## src/rtl/alu_seq.sv

```systemverilog
// Registered execute-stage ALU: single-cycle ops answer one cycle after
// accept, MUL iterates shift-add over WIDTH cycles behind a handshake.
//
// Ports:
//   clk, rst_n           clock, synchronous active-low reset
//   in_valid / in_ready  op handshake (ready only in IDLE)
//   control              opcode (0..9 legal, 10..15 illegal)
//   oper1, oper2         operands; oper2[SHW-1:0] is the shift amount
//   out_valid/out_ready  result handshake, held in DONE until taken
//   result               datapath result
//   overflow             signed ovf (ADD/SUB), product > WIDTH bits (MUL)
//   carry                carry-out (ADD), borrow (SUB)
//   zero, illegal, busy  result==0, bad opcode, not IDLE
module alu_seq #(
   parameter int WIDTH = 32
) (
   input  logic             clk,
   input  logic             rst_n,
   input  logic             in_valid,
   output logic             in_ready,
   input  logic [3:0]       control,
   input  logic [WIDTH-1:0] oper1,
   input  logic [WIDTH-1:0] oper2,
   output logic             out_valid,
   input  logic             out_ready,
   output logic [WIDTH-1:0] result,
   output logic             overflow,
   output logic             carry,
   output logic             zero,
   output logic             illegal,
   output logic             busy
);

   localparam int SHW = $clog2(WIDTH);
   localparam logic [SHW-1:0] CNT_LAST = SHW'(WIDTH - 1);

   typedef enum logic [1:0] {
      IDLE,
      MUL_RUN,
      DONE
   } state_e;

   state_e state_q, state_d;

   logic [WIDTH-1:0]   result_q, result_d;
   logic               ovf_q, ovf_d;
   logic               cry_q, cry_d;
   logic               zero_q, zero_d;
   logic               ill_q, ill_d;

   logic [2*WIDTH-1:0] acc_q, acc_d;
   logic [2*WIDTH-1:0] mcand_q, mcand_d;
   logic [WIDTH-1:0]   mplier_q, mplier_d;
   logic [SHW-1:0]     cnt_q, cnt_d;

   logic [WIDTH-1:0]   alu_res;
   logic               alu_ovf;
   logic               alu_cry;
   logic               alu_ill;
   logic [WIDTH:0]     sum;
   logic [WIDTH:0]     dif;
   logic [SHW-1:0]     shamt;
   logic [2*WIDTH-1:0] acc_nxt;
   logic               accept;

   assign in_ready  = (state_q == IDLE);
   assign busy      = (state_q != IDLE);
   assign out_valid = (state_q == DONE);
   assign accept    = in_valid && in_ready;

   assign result   = result_q;
   assign overflow = ovf_q;
   assign carry    = cry_q;
   assign zero     = zero_q;
   assign illegal  = ill_q;

   // Single-cycle datapath straight off the input operands.
   always_comb begin
      alu_res = '0;
      alu_ovf = 1'b0;
      alu_cry = 1'b0;
      alu_ill = 1'b0;
      shamt   = oper2[SHW-1:0];
      sum     = {1'b0, oper1} + {1'b0, oper2};
      dif     = {1'b0, oper1} - {1'b0, oper2};
      case (control)
         4'd0: begin
            alu_res = sum[WIDTH-1:0];
            alu_cry = sum[WIDTH];
            alu_ovf = (oper1[WIDTH-1] == oper2[WIDTH-1]) &&
                      (sum[WIDTH-1] != oper1[WIDTH-1]);
         end
         4'd1: begin
            alu_res = dif[WIDTH-1:0];
            // top bit of the widened difference is the unsigned borrow
            alu_cry = dif[WIDTH];
            alu_ovf = (oper1[WIDTH-1] != oper2[WIDTH-1]) &&
                      (dif[WIDTH-1] != oper1[WIDTH-1]);
         end
         4'd2: alu_res = '0;
         4'd3: alu_res = oper1 & oper2;
         4'd4: alu_res = oper1 | oper2;
         4'd5: alu_res = oper1 ^ oper2;
         4'd6: alu_res = {{(WIDTH-1){1'b0}},
                          ($signed(oper1) < $signed(oper2))};
         4'd7: alu_res = oper1 << shamt;
         4'd8: alu_res = oper1 >> shamt;
         4'd9: alu_res = $unsigned($signed(oper1) >>> shamt);
         default: alu_ill = 1'b1;
      endcase
   end

   // Multiplicand shifts left and multiplier right each step, so the
   // partial product add never needs a barrel shifter.
   assign acc_nxt = acc_q + (mplier_q[0] ? mcand_q : '0);

   always_comb begin
      state_d  = state_q;
      result_d = result_q;
      ovf_d    = ovf_q;
      cry_d    = cry_q;
      zero_d   = zero_q;
      ill_d    = ill_q;
      acc_d    = acc_q;
      mcand_d  = mcand_q;
      mplier_d = mplier_q;
      cnt_d    = cnt_q;
      unique case (state_q)
         IDLE: begin
            if (accept) begin
               if (control == 4'd2) begin
                  state_d  = MUL_RUN;
                  acc_d    = '0;
                  cnt_d    = '0;
                  mcand_d  = {{WIDTH{1'b0}}, oper1};
                  mplier_d = oper2;
               end else begin
                  state_d  = DONE;
                  result_d = alu_res;
                  ovf_d    = alu_ovf;
                  cry_d    = alu_cry;
                  ill_d    = alu_ill;
                  zero_d   = (alu_res == '0);
               end
            end
         end
         MUL_RUN: begin
            acc_d    = acc_nxt;
            mcand_d  = mcand_q << 1;
            mplier_d = mplier_q >> 1;
            cnt_d    = cnt_q + SHW'(1);
            if (cnt_q == CNT_LAST) begin
               state_d  = DONE;
               cnt_d    = '0;
               result_d = acc_nxt[WIDTH-1:0];
               ovf_d    = |acc_nxt[2*WIDTH-1:WIDTH];
               cry_d    = 1'b0;
               ill_d    = 1'b0;
               zero_d   = (acc_nxt[WIDTH-1:0] == '0);
            end
         end
         DONE: begin
            if (out_ready) begin
               state_d = IDLE;
            end
         end
         default: state_d = IDLE;
      endcase
   end

   always_ff @(posedge clk) begin
      if (!rst_n) begin
         state_q  <= IDLE;
         result_q <= '0;
         ovf_q    <= 1'b0;
         cry_q    <= 1'b0;
         zero_q   <= 1'b0;
         ill_q    <= 1'b0;
         acc_q    <= '0;
         mcand_q  <= '0;
         mplier_q <= '0;
         cnt_q    <= '0;
      end else begin
         state_q  <= state_d;
         result_q <= result_d;
         ovf_q    <= ovf_d;
         cry_q    <= cry_d;
         zero_q   <= zero_d;
         ill_q    <= ill_d;
         acc_q    <= acc_d;
         mcand_q  <= mcand_d;
         mplier_q <= mplier_d;
         cnt_q    <= cnt_d;
      end
   end

endmodule

```

## config.mk

```make
export PLATFORM = sky130hd
export DESIGN_NAME = alu_seq
export DESIGN_NICKNAME = d
export VERILOG_FILES = /design/src/rtl/alu_seq.sv
export SDC_FILE = /design/constraint.sdc
export NUM_CORES = 1
export LEC_CHECK = 0
export ABC_CLOCK_PERIOD_IN_PS = 4700
export BUFFER_PORTS_ARGS = -buffer_cell sky130_fd_sc_hd__buf_2
export CORE_MARGIN = 10
export CORE_UTILIZATION = 53
export DETAILED_ROUTE_END_ITERATION = 16
export GPL_ROUTABILITY_DRIVEN = 1
export PLACE_DENSITY = 0.73
export SYNTH_ARGS = -nofsm -noshare
export SYNTH_HDL_FRONTEND = slang
export SYNTH_SLANG_ARGS = --single-unit
export TNS_END_PERCENT = 30
```

## constraint.sdc

```tcl
create_clock -name clk -period 4.7 [get_ports clk]
set_clock_uncertainty 0.1 [all_clocks]
set_input_delay 0 -clock clk [delete_from_list [all_inputs] [get_ports clk]]
set_output_delay 0 -clock clk [all_outputs]
set_load 0.01 [all_outputs]
```

==> results_dict.tcl, run 1 <==
set metrics [dict create \
    syn-cell-area_sq_um 22200 \
    ant_nets 0 \
    worstMarginPinSlew_ns 1.02 \
    critical_path.reg2reg.endpoint "overflow$_SDFFE_PN0P_" \
    cts_buffer_depth 3 \
    r2r_worst_path_depth 16 \
    total_leakage_power_nw 11.2 \
    drt_pre_antenna_iters 6 \
    via_per_inst 6.94 \
    setup_ws_ns 0.133 \
    fin_area_sq_um 25500 \
    first_global_vias 23470 \
    layout.cells.non_filler 3569 \
    route.vias.total 24757 \
    io-pin-count 111 \
    grt_pass1_wl_um 142000 \
    worstSkewPairLatency_ns 0.55 \
    timing_worst_setup_path_type "in2reg" \
    number_of_max_slew_violations_in_the_final_report 0 \
    detailed_place.area_sq_um 23800 \
    die-area_sq_um 50400 \
    ctsHtreeMaxLevel 1 \
    fp.dieW_um 225 \
    worstSetupEndpointType "flip-flop" \
    syn-mean-instance-area_sq_um 7.68 \
    critical_path.startpoint "oper1[0]" \
    nFillCells 3713 \
    setup.reg_to_reg.worst_slack_ns 0.19 \
    category_of_the_worst_setup_path_launch_point "input port" \
    gp_congestion 1.08 \
    design_power_total_mw 5.42 \
    power.density_cell_area_nw_per_um2 213 \
    finalHoldViolCount 0 \
    ys_ff_latch 203 \
    antenna_violations_before_repair 5 \
    layout-drive-gt1-share_pct 16.1 \
    cts.reportedPaths.clkPinSlew_ns 0.06 \
    clock-sinks 203 \
    track_usage_pct 35.6 \
    run_status "complete, no violations" \
    finalSetupViolCount 0 \
    finalNetCount 3255 \
    placeableCoreArea_sq_um 41100 \
    syn_inst 2891 \
    synth_cell_types 90 \
    initialDrtViolationCount 3075 \
    worst_hold_slack_ns 0.0595 \
    grt_remaining_overflow 0 \
    critical_path.max_fanout 5 \
    max_slew_margin_vs_limit_pct 31.2 \
    buffer_ports.inserted 110 \
    ir_worst_vdd_mv 0.274 \
    multiInputGateArea_sq_um 17000 \
    syn_nets 3128 \
    worst_setup_path_endpoint "zero$_SDFFE_PN0P_" \
    cp.required_ns 5.04 \
    layout_worst_path_cycle_share_pct 97.2 \
    wl_um 93700 \
    crit-reg2reg-launch "mplier_q[0]$_SDFFE_PN0P_" \
    clock.fmax_mhz 219 \
    post-place-cells 3450 \
    class_of_the_most_critical_hold_timing_path "in2reg" \
    dp_worst_setup_slack_ns -0.0682 \
    synthesis.yosys.warnings 0 \
    dp_hpwl_um 71500 \
    worst-endpoint-arrival_ns 4.91 \
    sequential_cell_area_sq_um 4070 \
    grt_start_max_net_pins 101 \
    cts_root_buffer "sky130_fd_sc_hd__clkbuf_16" \
    area_growth_pct 14.9 \
    postSynth.topFlopCell "sky130_fd_sc_hd__dfxtp_1" \
    post-route-drc-count 0 \
    fp.dieH_um 225 \
    tritoncts "built" \
    synth-edff-count 0 \
    cts_buffers 25 \
    timing.max_cap.violations 0 \
    floorplan.initialDensity_pct 54.0 \
    ys_seq_area_share_pct 18.3 \
    synth-async-reset-ratio_pct 0 \
    avgRoutedWirePerCell_um 26.2 \
    final_period_minus_worst_setup_slack_ns 4.57 \
    placementRows 74 \
]
[cells in the mapped netlist, drive strengths merged, types with 31 or more instances]
master / count / area [sq um]
nand3: 41 / 205
o21ai: 171 / 867
nor3: 53 / 265
xnor2: 37 / 324
a21boi: 40 / 300
nand2: 319 / 1200
nor2: 195 / 732
clkbuf: 204 / 767
a31oi: 31 / 194
a22oi: 74 / 556
a21oi: 217 / 1090
mux2i: 62 / 621
and2: 90 / 563
a21o: 50 / 375
dfxtp: 203 / 4060
buf: 43 / 205
ha: 162 / 2030
o211a: 73 / 731
inv: 120 / 450
mux4: 77 / 1730
o211ai: 90 / 676
nor2b: 80 / 500
nand4: 42 / 263
[area by class of cell]
| type | instances | area share [%] |
|---|---|---|
| timing repair buffer | 347 | 9.99 |
| antenna | 3 | 0.0294 |
| inverter | 120 | 1.77 |
| sequential | 203 | 15.9 |
| multi-input combinational | 2321 | 66.6 |
| clock buffer | 28 | 2.50 |
| clock inverter | 15 | 0.569 |
| tap | 532 | 2.61 |
[metrics by stage]
stage,setup TNS [ns],utilization [%]
floorplan,0,-
global placement,-0.0770,57.8
detailed placement,-0.0682,57.8
CTS,0,61.4
global route,-0.0420,62.0
finish,0,62.0
[cells by family (layout without fill, tap and decap cells)]
logic type / count (synthesis) / in the layout / synth area share (%)
fa+ha+maj: 165 / 165 / 9.41
mux: 154 / 154 / 11.4
simple gates: 926 / 926 / 20.1
buf+inv: 367 / 510 / 6.41
flops: 203 / 203 / 18.3
compound gates: 1010 / 1010 / 31.7
xor+xnor: 66 / 66 / 2.61
other cells: 0 / 3 / 0
[worst max-delay path, cell delays in order]
cell                            delay [ns]
sky130_fd_sc_hd__dlygate4sd3_1        0.52
sky130_fd_sc_hd__buf_2                0.12
sky130_fd_sc_hd__inv_1                0.05
sky130_fd_sc_hd__ha_1                 0.23
sky130_fd_sc_hd__fa_1                 0.41
sky130_fd_sc_hd__or2_0                0.26
sky130_fd_sc_hd__a221o_1              0.37
sky130_fd_sc_hd__a2111o_1             0.44
sky130_fd_sc_hd__a21oi_1              0.20
sky130_fd_sc_hd__o2111ai_2            0.20
sky130_fd_sc_hd__a221o_2              0.42
sky130_fd_sc_hd__buf_4                0.17
sky130_fd_sc_hd__a221o_2              0.39
sky130_fd_sc_hd__a21oi_2              0.28
sky130_fd_sc_hd__nand4_1              0.21
sky130_fd_sc_hd__nor4_2               0.21
sky130_fd_sc_hd__nand4_1              0.13
sky130_fd_sc_hd__o32ai_1              0.28
[flip-flops by register name, summed over array words and instances (netlist names)]
name / flops
acc_q: 64
result: 32
overflow: 1
zero: 1
illegal: 1
state_q: 2
mplier_q: 32
carry: 1
cnt_q: 5
mcand_q: 64
[worst min path at each step]
stage,startpoint,endpoint,slack (ns),cells after the start
detailed placement,oper2[31],mplier_q[31]$_SDFFE_PN0P_,0.22,3
global route,oper1[21],mcand_q[21]$_SDFFE_PN0P_,0.08,4
global placement,oper2[31],mplier_q[31]$_SDFFE_PN0P_,0.21,3
CTS,oper1[6],mcand_q[6]$_SDFFE_PN0P_,0.04,5
finish,oper1[1],mcand_q[1]$_SDFFE_PN0P_,0.06,5
floorplan,oper1[0],mcand_q[0]$_SDFFE_PN0P_,0.06,2
[per-layer routing]
metal	track usage (%)	vias up	part of all wire (%)
met5	0	-	0.044
met4	15.7	6	5.2
met3	7.56	294	11
met2	56.1	1502	44
met1	46.3	11915	40
li1	-	11040	-
[power breakdown]
part / switching [mW] / internal (mW)
clock: 0.819 / 1.09
sequential: 0.0340 / 1.77
combinational: 1.07 / 0.639
total: 1.92 / 3.50
[timing repair]
action,4_1_cts,5_1_grt
buffers inserted,0,5
resized for setup,1,48
hold buffers,68,0
pin swaps,0,13
endpoints found under the hold margin,66,0
setup endpoints to repair,1,5
[cell usage in the layout, fill, tap and decap left out, drive strengths merged, types with 14 or more instances in the layout]
| cell type | n |
|---|---|
| o21bai | 25 |
| a31oi | 31 |
| nand2b | 19 |
| clkbuf | 28 |
| and2 | 90 |
| dlygate4sd3 | 68 |
| nand2 | 319 |
| a21oi | 217 |
| nand4 | 42 |
| ha | 162 |
| o31ai | 17 |
| xnor2 | 37 |
| o211a | 73 |
| a22oi | 74 |
| nor2b | 80 |
| mux2i | 62 |
| o21a | 19 |
| or3 | 14 |
| mux2 | 15 |
| nor4 | 18 |
| inv | 124 |
| a21boi | 40 |
| xor2 | 29 |
| mux4 | 77 |
| buf | 279 |
| nor3 | 53 |
| nand3 | 41 |
| a221oi | 24 |
| o21ai | 171 |
| o211ai | 90 |
| a211oi | 30 |
| dfxtp | 203 |
| a21o | 50 |
| nor2 | 195 |
Note: power is estimated with default switching activity, not from simulation.
==> run 2, diff against run 1 <==
--- a/config.mk
+++ b/config.mk
@@ -12,6 +12,7 @@
 export DETAILED_ROUTE_END_ITERATION = 16
 export GPL_ROUTABILITY_DRIVEN = 1
 export PLACE_DENSITY = 0.73
+export RECOVER_POWER = 25
 export SYNTH_ARGS = -nofsm -noshare
 export SYNTH_HDL_FRONTEND = slang
 export SYNTH_SLANG_ARGS = --single-unit
==> run 2 against run 1 <==
Core utilization fell by 0.15 points. Worst setup slack improved by 0.032 ns. First-iteration DRC count rose by 2.0%. Critical endpoint is now overflow$_SDFFE_PN0P_. Die area did not move. Fmax rose by 0.71%. Largest power group unchanged. The flow now finishes with violations (capacitance limit, slew limit). Hold slack improved by 0.0019 ns. Register-to-register slack got worse by 0.03 ns. Highest routed layer unchanged. Sequential power barely moved. Global-route usage did not move.
==> results_dict.tcl, run 2 (same netlist as run 1, synthesis figures left out) <==
set metrics [dict create \
    run_status "finished with violations" \
    failed_checks "capacitance limit, slew limit" \
    worst-endpoint-arrival_ns 4.86 \
    first_global_vias 23470 \
    critical_path.max_fanout 18 \
    worstSetupEndpointType "flip-flop" \
    drt_pre_antenna_iters 7 \
    gp_congestion 1.08 \
    finalNetCount 3255 \
    power.density_cell_area_nw_per_um2 213 \
    design_power_total_mw 5.42 \
    grt_start_max_net_pins 101 \
    initialDrtViolationCount 3138 \
    ctsHtreeMaxLevel 1 \
    post-route-drc-count 0 \
    crit_path_max_incr_delay_ns 0.57 \
    cts.reportedPaths.clkPinSlew_ns 0.06 \
    dp_hpwl_um 71500 \
    setup-tns-final_ns 0 \
    class_of_the_most_critical_hold_timing_path "in2reg" \
    worstSkewPairLatency_ns 0.56 \
    placementRows 74 \
    cts_root_buffer "sky130_fd_sc_hd__clkbuf_16" \
    die-area_sq_um 50400 \
    max_slew_margin_vs_limit_pct -47.9 \
    grt_remaining_overflow 0 \
    layout-drive-gt1-share_pct 14.8 \
    grt_pass1_wl_um 142000 \
    area_growth_pct 14.6 \
    antenna_violations_before_repair 5 \
    finalSetupViolCount 0 \
    cts_buffers 25 \
    mostFrequentLayoutCell "sky130_fd_sc_hd__nand2_1" \
    layout_utilization_pct 61.9 \
    total_leakage_power_nw 11.0 \
    number_of_max_slew_violations_in_the_final_report 155 \
    layout_worst_path_cycle_share_pct 96.5 \
    fp.dieW_um 225 \
    final_period_minus_worst_setup_slack_ns 4.54 \
    nFillCells 3738 \
    avgRoutedWirePerCell_um 26.3 \
    io-pin-count 111 \
    layout.cells.most_common_list "sky130_fd_sc_hd__nand2_1 (319), sky130_fd_sc_hd__a21oi_1 (207), sky130_fd_sc_hd__dfxtp_1 (202), sky130_fd_sc_hd__nor2_1 (193)" \
    category_of_the_worst_setup_path_launch_point "flip-flop" \
    reg.largest.list "acc_q (64), mcand_q (64)" \
    worst_hold_slack_ns 0.0614 \
    route.vias.total 24776 \
    track_usage_pct 35.6 \
    cp.required_ns 5.03 \
    buffer_ports.inserted 110 \
    post-place-cells 3450 \
    cts_buffer_depth 3 \
    via_per_inst 6.94 \
    multiInputGateArea_sq_um 17000 \
    wl_um 93900 \
    worstMarginPinSlew_ns 2.22 \
    clock-sinks 203 \
    finalHoldViolCount 0 \
    floorplan.initialDensity_pct 54.0 \
    clock.fmax_mhz 221 \
    tritoncts "built" \
    placeableCoreArea_sq_um 41100 \
    timing_worst_setup_path_type "reg2reg" \
    cell_with_the_biggest_individual_delay_on_the_critical_path "sky130_fd_sc_hd__or4_1" \
    crit_chain "buf_4 -> buf_4 -> buf_6 -> and2_1 -> ha_1 -> a21oi_1 -> o21ai_0 -> nand2b_1 -> o22ai_1 -> a21o_1 -> xor2_1 -> nand2_1 -> or4_1 -> or4_1 -> o41ai_2 -> nand2_1" \
    ant_nets 0 \
    layout.cells.non_filler 3568 \
    fp.dieH_um 225 \
    ir_worst_vdd_mv 0.274 \
    sequential_cell_area_sq_um 4070 \
    timing.max_cap.violations 2 \
]
-- run 2: cell count changes in the layout (fill, tap and decap cells not counted), sizes merged --
cell    delta
clkbuf    +41
diode      -1
buf       -41
-- run 2: metrics by stage --
step	worst slack, ns	area (sq um)
floorplan	0.101	22200
global placement	-0.0770	23800
detailed placement	-0.0682	23800
CTS	0.0197	25200
global route	-0.0420	25400
finish	0.165	25400
-- run 2: layer usage --
metal / global-route usage [%] / wire (um) / vias up
li1: - / - / 11031
met1: 46.3 / 37300 / 11906
met2: 56.1 / 41200 / 1530
met3: 7.56 / 10500 / 303
met4: 15.7 / 4890 / 6
met5: 0 / 41 / -
-- run 2: layout make-up --
type,instances,share of cell area [%]
multi-input combinational,2321,66.7
sequential,203,16.0
timing repair buffer,347,9.80
tap,532,2.62
clock buffer,28,2.50
inverter,120,1.77
clock inverter,15,0.571
antenna,2,0.0197
-- run 2: timing repair --
action,4_1_cts,5_1_grt
setup buffers,0,5
pin swaps,0,13
endpoints found under the hold margin,66,0
cloned,0,0
hold buffers,68,0
setup endpoints to repair,1,5
resized for setup,1,48
-- run 2: worst paths after layout --
kind	start	endpoint	slack (ns)	cells after the start
worst max-delay path	mplier_q[0]$_SDFFE_PN0P_	overflow$_SDFFE_PN0P_	0.16	16
worst min-delay path	oper1[1]	mcand_q[1]$_SDFFE_PN0P_	0.06	5
worst max register to register	mplier_q[0]$_SDFFE_PN0P_	overflow$_SDFFE_PN0P_	0.16	16
worst min register to register	result[17]$_SDFFE_PN0P_	result[17]$_SDFFE_PN0P_	0.36	2
-- run 2: power by group --
part	switching (mW)	internal (mW)	leakage [nW]
Clock	0.823	1.09	0.386
Combinational	1.07	0.632	9.00
Sequential	0.0351	1.77	1.64
Total	1.93	3.49	11.0
-- run 2: critical path, delay by kind of cell, from the launching register on --
family                   cells  cell delay [ns]
adder cells (fa/ha/maj)      1             0.45
AO/OA/AOI/OAI                5             1.24
flip-flops                   1             0.34
AND/OR/NAND/NOR              6             1.44
XOR/XNOR                     1             0.31
buffers and inverters        3             0.51
